**src/rtl/mac_sequencer.sv**
```systemverilog
// Initiator for the start/ready MAC handshake: buffers operand pairs, issues a
// commanded batch one operation at a time and reports the accumulator delta.
module mac_sequencer #(
    parameter int unsigned opsize      = 8,
    parameter int unsigned DEPTH       = 4,
    parameter int unsigned CNT_W       = 8,
    parameter int unsigned LOW_TIMEOUT = 4
) (
    input  logic                  clk,
    input  logic                  rst,
    input  logic                  in_valid,
    output logic                  in_ready,
    input  logic [opsize-1:0]     in_a,
    input  logic [opsize-1:0]     in_b,
    input  logic                  go,
    input  logic [CNT_W-1:0]      batch_len,
    output logic                  busy,
    output logic                  done,
    output logic [2*opsize-1:0]   result,
    output logic                  err,
    output logic [CNT_W-1:0]      issued,
    output logic                  mac_start,
    output logic [opsize-1:0]     mac_a,
    output logic [opsize-1:0]     mac_b,
    input  logic                  mac_ready,
    input  logic [2*opsize-1:0]   mac_out
);

    localparam int unsigned RES_W   = 2 * opsize;
    localparam int unsigned PTR_W   = $clog2(DEPTH);
    localparam int unsigned FCNT_W  = PTR_W + 1;
    localparam int unsigned TMR_W   = $clog2(LOW_TIMEOUT + 1);

    typedef enum logic [2:0] {
        S_IDLE,
        S_FETCH,
        S_ISSUE,
        S_WAIT_LOW,
        S_WAIT_HIGH,
        S_DONE
    } state_e;

    state_e             state_q,     state_d;
    logic [RES_W-1:0]   mem_q [DEPTH];
    logic [RES_W-1:0]   mem_d [DEPTH];
    logic [PTR_W-1:0]   wr_ptr_q,    wr_ptr_d;
    logic [PTR_W-1:0]   rd_ptr_q,    rd_ptr_d;
    logic [FCNT_W-1:0]  fcnt_q,      fcnt_d;
    logic               in_ready_q,  in_ready_d;
    logic [RES_W-1:0]   base_q,      base_d;
    logic [CNT_W-1:0]   remaining_q, remaining_d;
    logic [TMR_W-1:0]   timer_q,     timer_d;
    logic               busy_q,      busy_d;
    logic               done_q,      done_d;
    logic [RES_W-1:0]   result_q,    result_d;
    logic               err_q,       err_d;
    logic [CNT_W-1:0]   issued_q,    issued_d;
    logic               mac_start_q, mac_start_d;
    logic [opsize-1:0]  mac_a_q,     mac_a_d;
    logic [opsize-1:0]  mac_b_q,     mac_b_d;
    logic               push;
    logic               pop;

    // Next-state, FIFO and output computation.
    always_comb begin
        state_d     = state_q;
        mem_d       = mem_q;
        wr_ptr_d    = wr_ptr_q;
        rd_ptr_d    = rd_ptr_q;
        fcnt_d      = fcnt_q;
        base_d      = base_q;
        remaining_d = remaining_q;
        timer_d     = timer_q;
        busy_d      = busy_q;
        done_d      = 1'b0;
        result_d    = result_q;
        err_d       = err_q;
        issued_d    = issued_q;
        mac_start_d = 1'b0;
        mac_a_d     = mac_a_q;
        mac_b_d     = mac_b_q;
        push        = in_valid && in_ready_q;
        pop         = 1'b0;

        case (state_q)
            S_IDLE: begin
                if (go) begin
                    issued_d = '0;
                    err_d    = 1'b0;
                    if (batch_len != '0) begin
                        base_d      = mac_out;
                        remaining_d = batch_len;
                        busy_d      = 1'b1;
                        state_d     = S_FETCH;
                    end else begin
                        done_d   = 1'b1;
                        result_d = '0;
                    end
                end
            end
            S_FETCH: begin
                // Also covers a responder still finishing work from before a reset.
                if ((fcnt_q != '0) && mac_ready) begin
                    pop         = 1'b1;
                    mac_a_d     = mem_q[rd_ptr_q][RES_W-1:opsize];
                    mac_b_d     = mem_q[rd_ptr_q][opsize-1:0];
                    mac_start_d = 1'b1;
                    state_d     = S_ISSUE;
                end
            end
            S_ISSUE: begin
                timer_d = '0;
                state_d = S_WAIT_LOW;
            end
            S_WAIT_LOW: begin
                if (!mac_ready) begin
                    state_d = S_WAIT_HIGH;
                end else if (timer_q == TMR_W'(LOW_TIMEOUT - 1)) begin
                    err_d   = 1'b1;
                    state_d = S_DONE;
                end else begin
                    timer_d = timer_q + TMR_W'(1);
                end
            end
            S_WAIT_HIGH: begin
                if (mac_ready) begin
                    issued_d    = issued_q + CNT_W'(1);
                    remaining_d = remaining_q - CNT_W'(1);
                    state_d     = (remaining_q == CNT_W'(1)) ? S_DONE : S_FETCH;
                end
            end
            S_DONE: begin
                result_d = mac_out - base_q;
                done_d   = 1'b1;
                busy_d   = 1'b0;
                state_d  = S_IDLE;
            end
            default: begin
                state_d = S_IDLE;
            end
        endcase

        if (push) begin
            mem_d[wr_ptr_q] = {in_a, in_b};
            wr_ptr_d        = wr_ptr_q + PTR_W'(1);
        end
        if (pop) begin
            rd_ptr_d = rd_ptr_q + PTR_W'(1);
        end
        if (push && !pop) begin
            fcnt_d = fcnt_q + FCNT_W'(1);
        end else if (!push && pop) begin
            fcnt_d = fcnt_q - FCNT_W'(1);
        end
        in_ready_d = (fcnt_d != FCNT_W'(DEPTH));
    end

    // State and output registers; reset abandons the batch and flushes the FIFO.
    always_ff @(posedge clk) begin
        if (rst) begin
            state_q     <= S_IDLE;
            wr_ptr_q    <= '0;
            rd_ptr_q    <= '0;
            fcnt_q      <= '0;
            in_ready_q  <= 1'b1;
            base_q      <= '0;
            remaining_q <= '0;
            timer_q     <= '0;
            busy_q      <= 1'b0;
            done_q      <= 1'b0;
            result_q    <= '0;
            err_q       <= 1'b0;
            issued_q    <= '0;
            mac_start_q <= 1'b0;
            mac_a_q     <= '0;
            mac_b_q     <= '0;
        end else begin
            state_q     <= state_d;
            mem_q       <= mem_d;
            wr_ptr_q    <= wr_ptr_d;
            rd_ptr_q    <= rd_ptr_d;
            fcnt_q      <= fcnt_d;
            in_ready_q  <= in_ready_d;
            base_q      <= base_d;
            remaining_q <= remaining_d;
            timer_q     <= timer_d;
            busy_q      <= busy_d;
            done_q      <= done_d;
            result_q    <= result_d;
            err_q       <= err_d;
            issued_q    <= issued_d;
            mac_start_q <= mac_start_d;
            mac_a_q     <= mac_a_d;
            mac_b_q     <= mac_b_d;
        end
    end

    assign in_ready  = in_ready_q;
    assign busy      = busy_q;
    assign done      = done_q;
    assign result    = result_q;
    assign err       = err_q;
    assign issued    = issued_q;
    assign mac_start = mac_start_q;
    assign mac_a     = mac_a_q;
    assign mac_b     = mac_b_q;

endmodule

```
**config.mk**
```make
export PLATFORM = sky130hd
export DESIGN_NAME = mac_sequencer
export DESIGN_NICKNAME = d
export VERILOG_FILES = /design/src/rtl/mac_sequencer.sv
export SDC_FILE = /design/constraint.sdc
export NUM_CORES = 1
export LEC_CHECK = 0
export ABC_AREA = 1
export BUFFER_PORTS_ARGS = -buffer_cell sky130_fd_sc_hd__buf_2
export CAP_MARGIN = 20
export CORE_UTILIZATION = 52
export DETAILED_ROUTE_END_ITERATION = 6
export PLACE_DENSITY = 0.74
export SLEW_MARGIN = 20
export SYNTH_ARGS = -nofsm -noshare
export SYNTH_HDL_FRONTEND = slang
export SYNTH_SLANG_ARGS = --single-unit
```
**constraint.sdc**
```tcl
create_clock -name clk -period 1.7 [get_ports clk]
set_input_delay 0.17 -clock clk [delete_from_list [all_inputs] [get_ports clk]]
set_output_delay 0.17 -clock clk [all_outputs]
set_load 0.005 [all_outputs]
```
# Word level (Yosys, flattened, before mapping)
# Index checks and enable logic that the tools add are counted.
# word_totals
ff_bits,146
inputBits,45
# op_classes
n_addsub,8
n_lt_le_gt_ge,3
eq_ne,17
mux,41
bitwise,3
reduce_logical,24
# op_table
cell,count
$mux 16,5
$bwmux 64,1
$mux 8,5
$mux 3,11
$bmux 16 s2,1
$demux 16 s2,1
$pmux 16 s2,1
$pmux 8 s2,2
$ne 2x2->1 const B,8
$sub 16x16->16,1
$pmux 3 s5,1
$reduce_and 3->1,5
$eq 3x2->1 const B,3
$mux 1,9
$add 8x1->8 const B,1
$eq 8x1->1 const B,1
$reduce_and 4->1,2
$reduce_bool 2->1,4
$reduce_bool 8->1,1
$sub 8x1->8 const B,1
$add 3x1->3 const B,2
$eq 3x3->1 const B,2
$ge 3x3->1 const B,2
$ne 3x3->1 const B,2
other kinds (14),24

# Depth between registers and ports, before layout
# logic_depth
word_depth,8
mapped_depth,13

# Least setup slack after synthesis
# No wires, ideal clock.
# synth_path
path_kind,reg-to-reg
startpoint,register in_ready_q (netlist: in_ready)
endpoint,"register mem_q[0] (netlist bit), enable pin"
setup_ns,0.389
arrival_time_ns,1.327
t_required_ns,1.311
setup_slack_ns,-0.016
stages_incl_launch_ff,5
n_path_buf,0
period_less_slack_ns,1.716
cell_sequence,dfxtp_1 > nand2_1 > inv_1 > nand2_1 > nor2_1
# synth_between
elab_chain_len,2
# synth_lines
element,line,rtl
start: declaration,49,"logic in_ready_q, in_ready_d;"
start signal: assignment,183,in_ready_q <= in_ready_d;
$logic_and 1x1->1,82,push = in_valid && in_ready_q;
$reduce_and 2->1 (no source line),--,
end signal: assignment,179,mem_q <= mem_d;
end: declaration,44,logic [RES_W-1:0] mem_q [DEPTH];
# No other way between the ends.
# A chain may end at the register's enable or synchronous reset.

# Worst setup path after layout
# layout_path
startpoint,register base_q[0]
endpoint,register result_q[8] (netlist: result[8])
# layout_between
elab_chain_len,2
# layout_lines
element,line,rtl
start: declaration,50,"logic [RES_W-1:0] base_q, base_d;"
start signal: assignment,184,base_q <= base_d;
$sub 16x16->16,133,result_d = mac_out - base_q;
$pmux 16 s2,85,case (state_q)
end signal: assignment,189,result_q <= result_d;
end: declaration,55,"logic [RES_W-1:0] result_q, result_d;"
# No other way between the ends.

==> impl_metrics.tcl <==
set metrics [dict create \
    ys_seq_elements 146 \
    synth_nets 915 \
    ios 90 \
    crit_fanout 3 \
    die_y_um 118 \
    async_flop_share_pct 0 \
    drt_iter0_drc 342 \
    synthSimpleGateAreaFrac_pct 23.0 \
    synth_edf_count 64 \
    postSynthCellCount 841 \
    antenna_found_initial 0 \
    grt_usage_pct 22.9 \
    ys_warn_count 0 \
    num_vias 5956 \
    cts_buffers 17 \
    placed_area_sq_um 7730 \
    grt_start_max_net_pins 50 \
    max_freq_ghz 0.620 \
    power_frac_clock_pct 33.1 \
    yosysTopAreaCell "edfxtp_1" \
    leakage_nw 3.72 \
    place_congestion 0.851 \
    hpwl_mm 10.0 \
    netlist_top_cells_area "edfxtp_1 28%, dfxtp_1 24%, nand2_1 7.3%, nor2_1 6.5%, o21ai_0 5.5%" \
    startpoint_type "flop" \
    synth-xor-area-share_pct 0.377 \
    crit_arrival_ns 1.91 \
    ys.flop_type "dfxtp_1" \
    sw_frac_of_total_pct 32.4 \
    cts_tree "built" \
    dr.pass1.iters 5 \
    tightest_slew_ns 0.424 \
    min_path_cells 3 \
    clkTransAtPathRegs_ns 0.06 \
    hp-class "in2reg" \
    synth_compound_gate_area_share_pct 12.6 \
    wire_per_inst_um 13.8 \
    dp_cells 1095 \
    critPathKind "reg2reg" \
    hold_violations 0 \
    p_per_area_nw_per_um2 1280 \
    synth_seq_area_share_pct 51.2 \
    gr-total-overflow 0 \
    synth_fa_ha_area_share_pct 5.32 \
    layout.cells.non_filler 1146 \
    cp.required_ns 1.99 \
    netlist_area_sq_um 6960 \
    power.internal_mw 7.53 \
    wirelength_mm 15.8 \
    cts_max_path_buffers 2 \
    tns_ns 0 \
    cap_viol_max_count 0 \
    netlist_top_cells_count "135 x nand2_1, 120 x nor2_1, 92 x inv_1" \
    drv_slew 0 \
    fin_skew_ns 0.00675 \
    drc 0 \
    syn_to_final_growth_pct 25.6 \
    grt_pass1_vias 5500 \
    grt_pass1_wl_mm 25.2 \
    stdcell_area_sq_um 8740 \
    vdd_drop_max_uv 967 \
    htreeDepth 4 \
    initial_core_util_pct 54.3 \
    synth.avg_cell_area_sq_um 8.28 \
    min_period_ns 1.61 \
    clkLatencyLatePin_ns 0.42 \
    pwr-share-seq_pct 38.2 \
    synth_top_family_by_area "simple AND/OR/NAND/NOR gates" \
    synth.most_common_cell "nand2_1" \
    finalCritPeriodShare_pct 94.9 \
    cts_sinks 146 \
    antenna_left 0 \
    rows 41 \
    yosysUniqueCellTypes 40 \
    slew_headroom_pct 71.7 \
    portBuffers 89 \
    rr_worst_depth 9 \
    finalSetupViolCount 0 \
    cts-root-buf "clkbuf_16" \
    muxShareOfSynthArea_pct 0 \
    synth_top_area_share_pct 27.6 \
    drive_gt1_share_pct 22.9 \
    fillers 1029 \
    switchingPower_mw 3.61 \
    p_comb_share_pct 28.7 \
    vias_per_cell 5.20 \
    coreArea_sq_um 12800 \
    die_w_um 118 \
    die_area_sq_um 13900 \
    outcome "completed" \
    crit_path_end_kind "flop" \
    final_nets 1035 \
    num_antenna_cells 0 \
]
[state kept, by name (all words and copies together) (netlist names)]
register     flops
mem_q           64
base_q          16
result          16
issued           8
mac_a            8
mac_b            8
remaining_q      8
fcnt_q           3
state_q          3
timer_q          3
rd_ptr_q         2
wr_ptr_q         2
busy             1
done             1
err              1
in_ready         1
mac_start        1
[critical path, cell delays in order, from the launching register on]
cell and delay, ns:
dfxtp_1 0.31, ha_2 0.17, fa_2 0.33, inv_2 0.07, nand3_2 0.06, nand3_2 0.09
a21oi_2 0.06, or2_2 0.27, nand3_1 0.07, a21oi_1 0.06
[placed cells by master, fill, tap and decap left out, types with 2 or more instances in the layout]
cell / netlist / layout
nand2_1: 135 / 129
nor2_1: 120 / 119
inv_1: 92 / 91
buf_2: 11 / 89
dfxtp_1: 82 / 80
o21ai_0: 76 / 76
edfxtp_1: 64 / 64
nand3_1: 52 / 47
a21oi_1: 52 / 47
buf_4: 1 / 20
nor3_1: 22 / 19
a31oi_1: 18 / 18
clkbuf_16: 0 / 17
dlygate4sd3_1: 0 / 16
ha_1: 28 / 14
o21ai_1: 13 / 12
inv_2: 9 / 10
ha_4: 0 / 10
or2_2: 8 / 8
nand2_2: 2 / 8
nor2_2: 7 / 7
nand3_2: 2 / 7
buf_12: 0 / 7
a21oi_2: 1 / 6
nor2_4: 4 / 5
ha_2: 0 / 4
clkinv_2: 0 / 4
nand4_1: 3 / 3
nand2_4: 3 / 3
nor3_2: 0 / 3
clkinv_4: 0 / 3
nand3b_1: 2 / 2
xor2_1: 2 / 2
nor3b_1: 2 / 2
clkbuf_8: 0 / 2
inv_6: 0 / 2
bufinv_16: 0 / 2
dfxtp_2: 0 / 2
[through the flow]
stage               setup slack (ns)  total power, mW  utilization (%)  hold slack [ns]
floorplan                    -0.0159             6.38                -            0.269
global placement             -0.0351             7.06             60.3            0.383
detailed placement           -0.0596             7.12             60.3            0.386
CTS                          0.00476             10.8             66.3          0.00311
global route                 -0.0298             11.8             68.2           0.0227
finish                        0.0860             11.1             68.2           0.0213
[layout make-up]
| cell class | instances | area, sq um | share of cell area (%) |
|---|---|---|---|
| Clock buffer | 20 | 457 | 5.22 |
| Tap cell | 172 | 215 | 2.46 |
| Clock inverter | 12 | 131 | 1.50 |
| Inverter | 102 | 383 | 4.38 |
| Sequential cell | 146 | 3570 | 40.8 |
| Timing Repair Buffer | 132 | 896 | 10.2 |
| Multi-Input combinational cell | 562 | 3100 | 35.4 |
[path summary, 6_finish.rpt]
| path | slack (ns) | to | from |
|---|---|---|---|
| hold reg to reg | 0.46 | issued[7]$_SDFFE_PP0P_ | issued[7]$_SDFFE_PP0P_ |
| setup / recovery | 0.09 | result[8]$_SDFFE_PP0P_ | base_q[0]$_SDFFE_PP0P_ |
| hold / removal | 0.02 | base_q[10]$_SDFFE_PP0P_ | mac_out[10] |
| setup reg to reg | 0.09 | result[8]$_SDFFE_PP0P_ | base_q[0]$_SDFFE_PP0P_ |
[logic make-up (layout without fill, tap and decap cells)]
family,after synthesis,count (layout)
AOI/OAI and AO/OA,166,166
xor gates and xnor gates,3,3
DFF,146,146
buffers and inverters,133,266
adders and majority gates,29,29
and+or+nand+nor,364,364
[power groups by stage]
stage	sequential (mW)	combinational (mW)	clock (mW)
3_5_place_dp	4.32	2.80	0
5_1_grt	4.30	3.63	3.87
3_3_place_gp	4.31	2.75	0
2_1_floorplan	4.27	2.11	0
4_1_cts	4.25	2.88	3.72
6_report	4.26	3.21	3.69
[per-layer routing]
| layer | vias to the layer above | global-route usage [%] | wire [um] |
|---|---|---|---|
| li1 | 3034 | - | - |
| met1 | 2742 | 27.9 | 6880 |
| met2 | 167 | 39.2 | 7850 |
| met3 | 13 | 5.47 | 865 |
| met4 | 0 | 8.33 | 174 |
| met5 | - | 0 | 0 |
[timing repair]
action | CTS | global route
gates resized for setup | 3 | 43
endpoints found under the setup margin | 1 | 23
cloned | 0 | 0
pin swaps | 0 | 3
hold endpoints to repair | 64 | 0
hold buffers | 16 | 0
buffers inserted | 1 | 2
No activity file was read; power rests on OpenSTA's default activity.
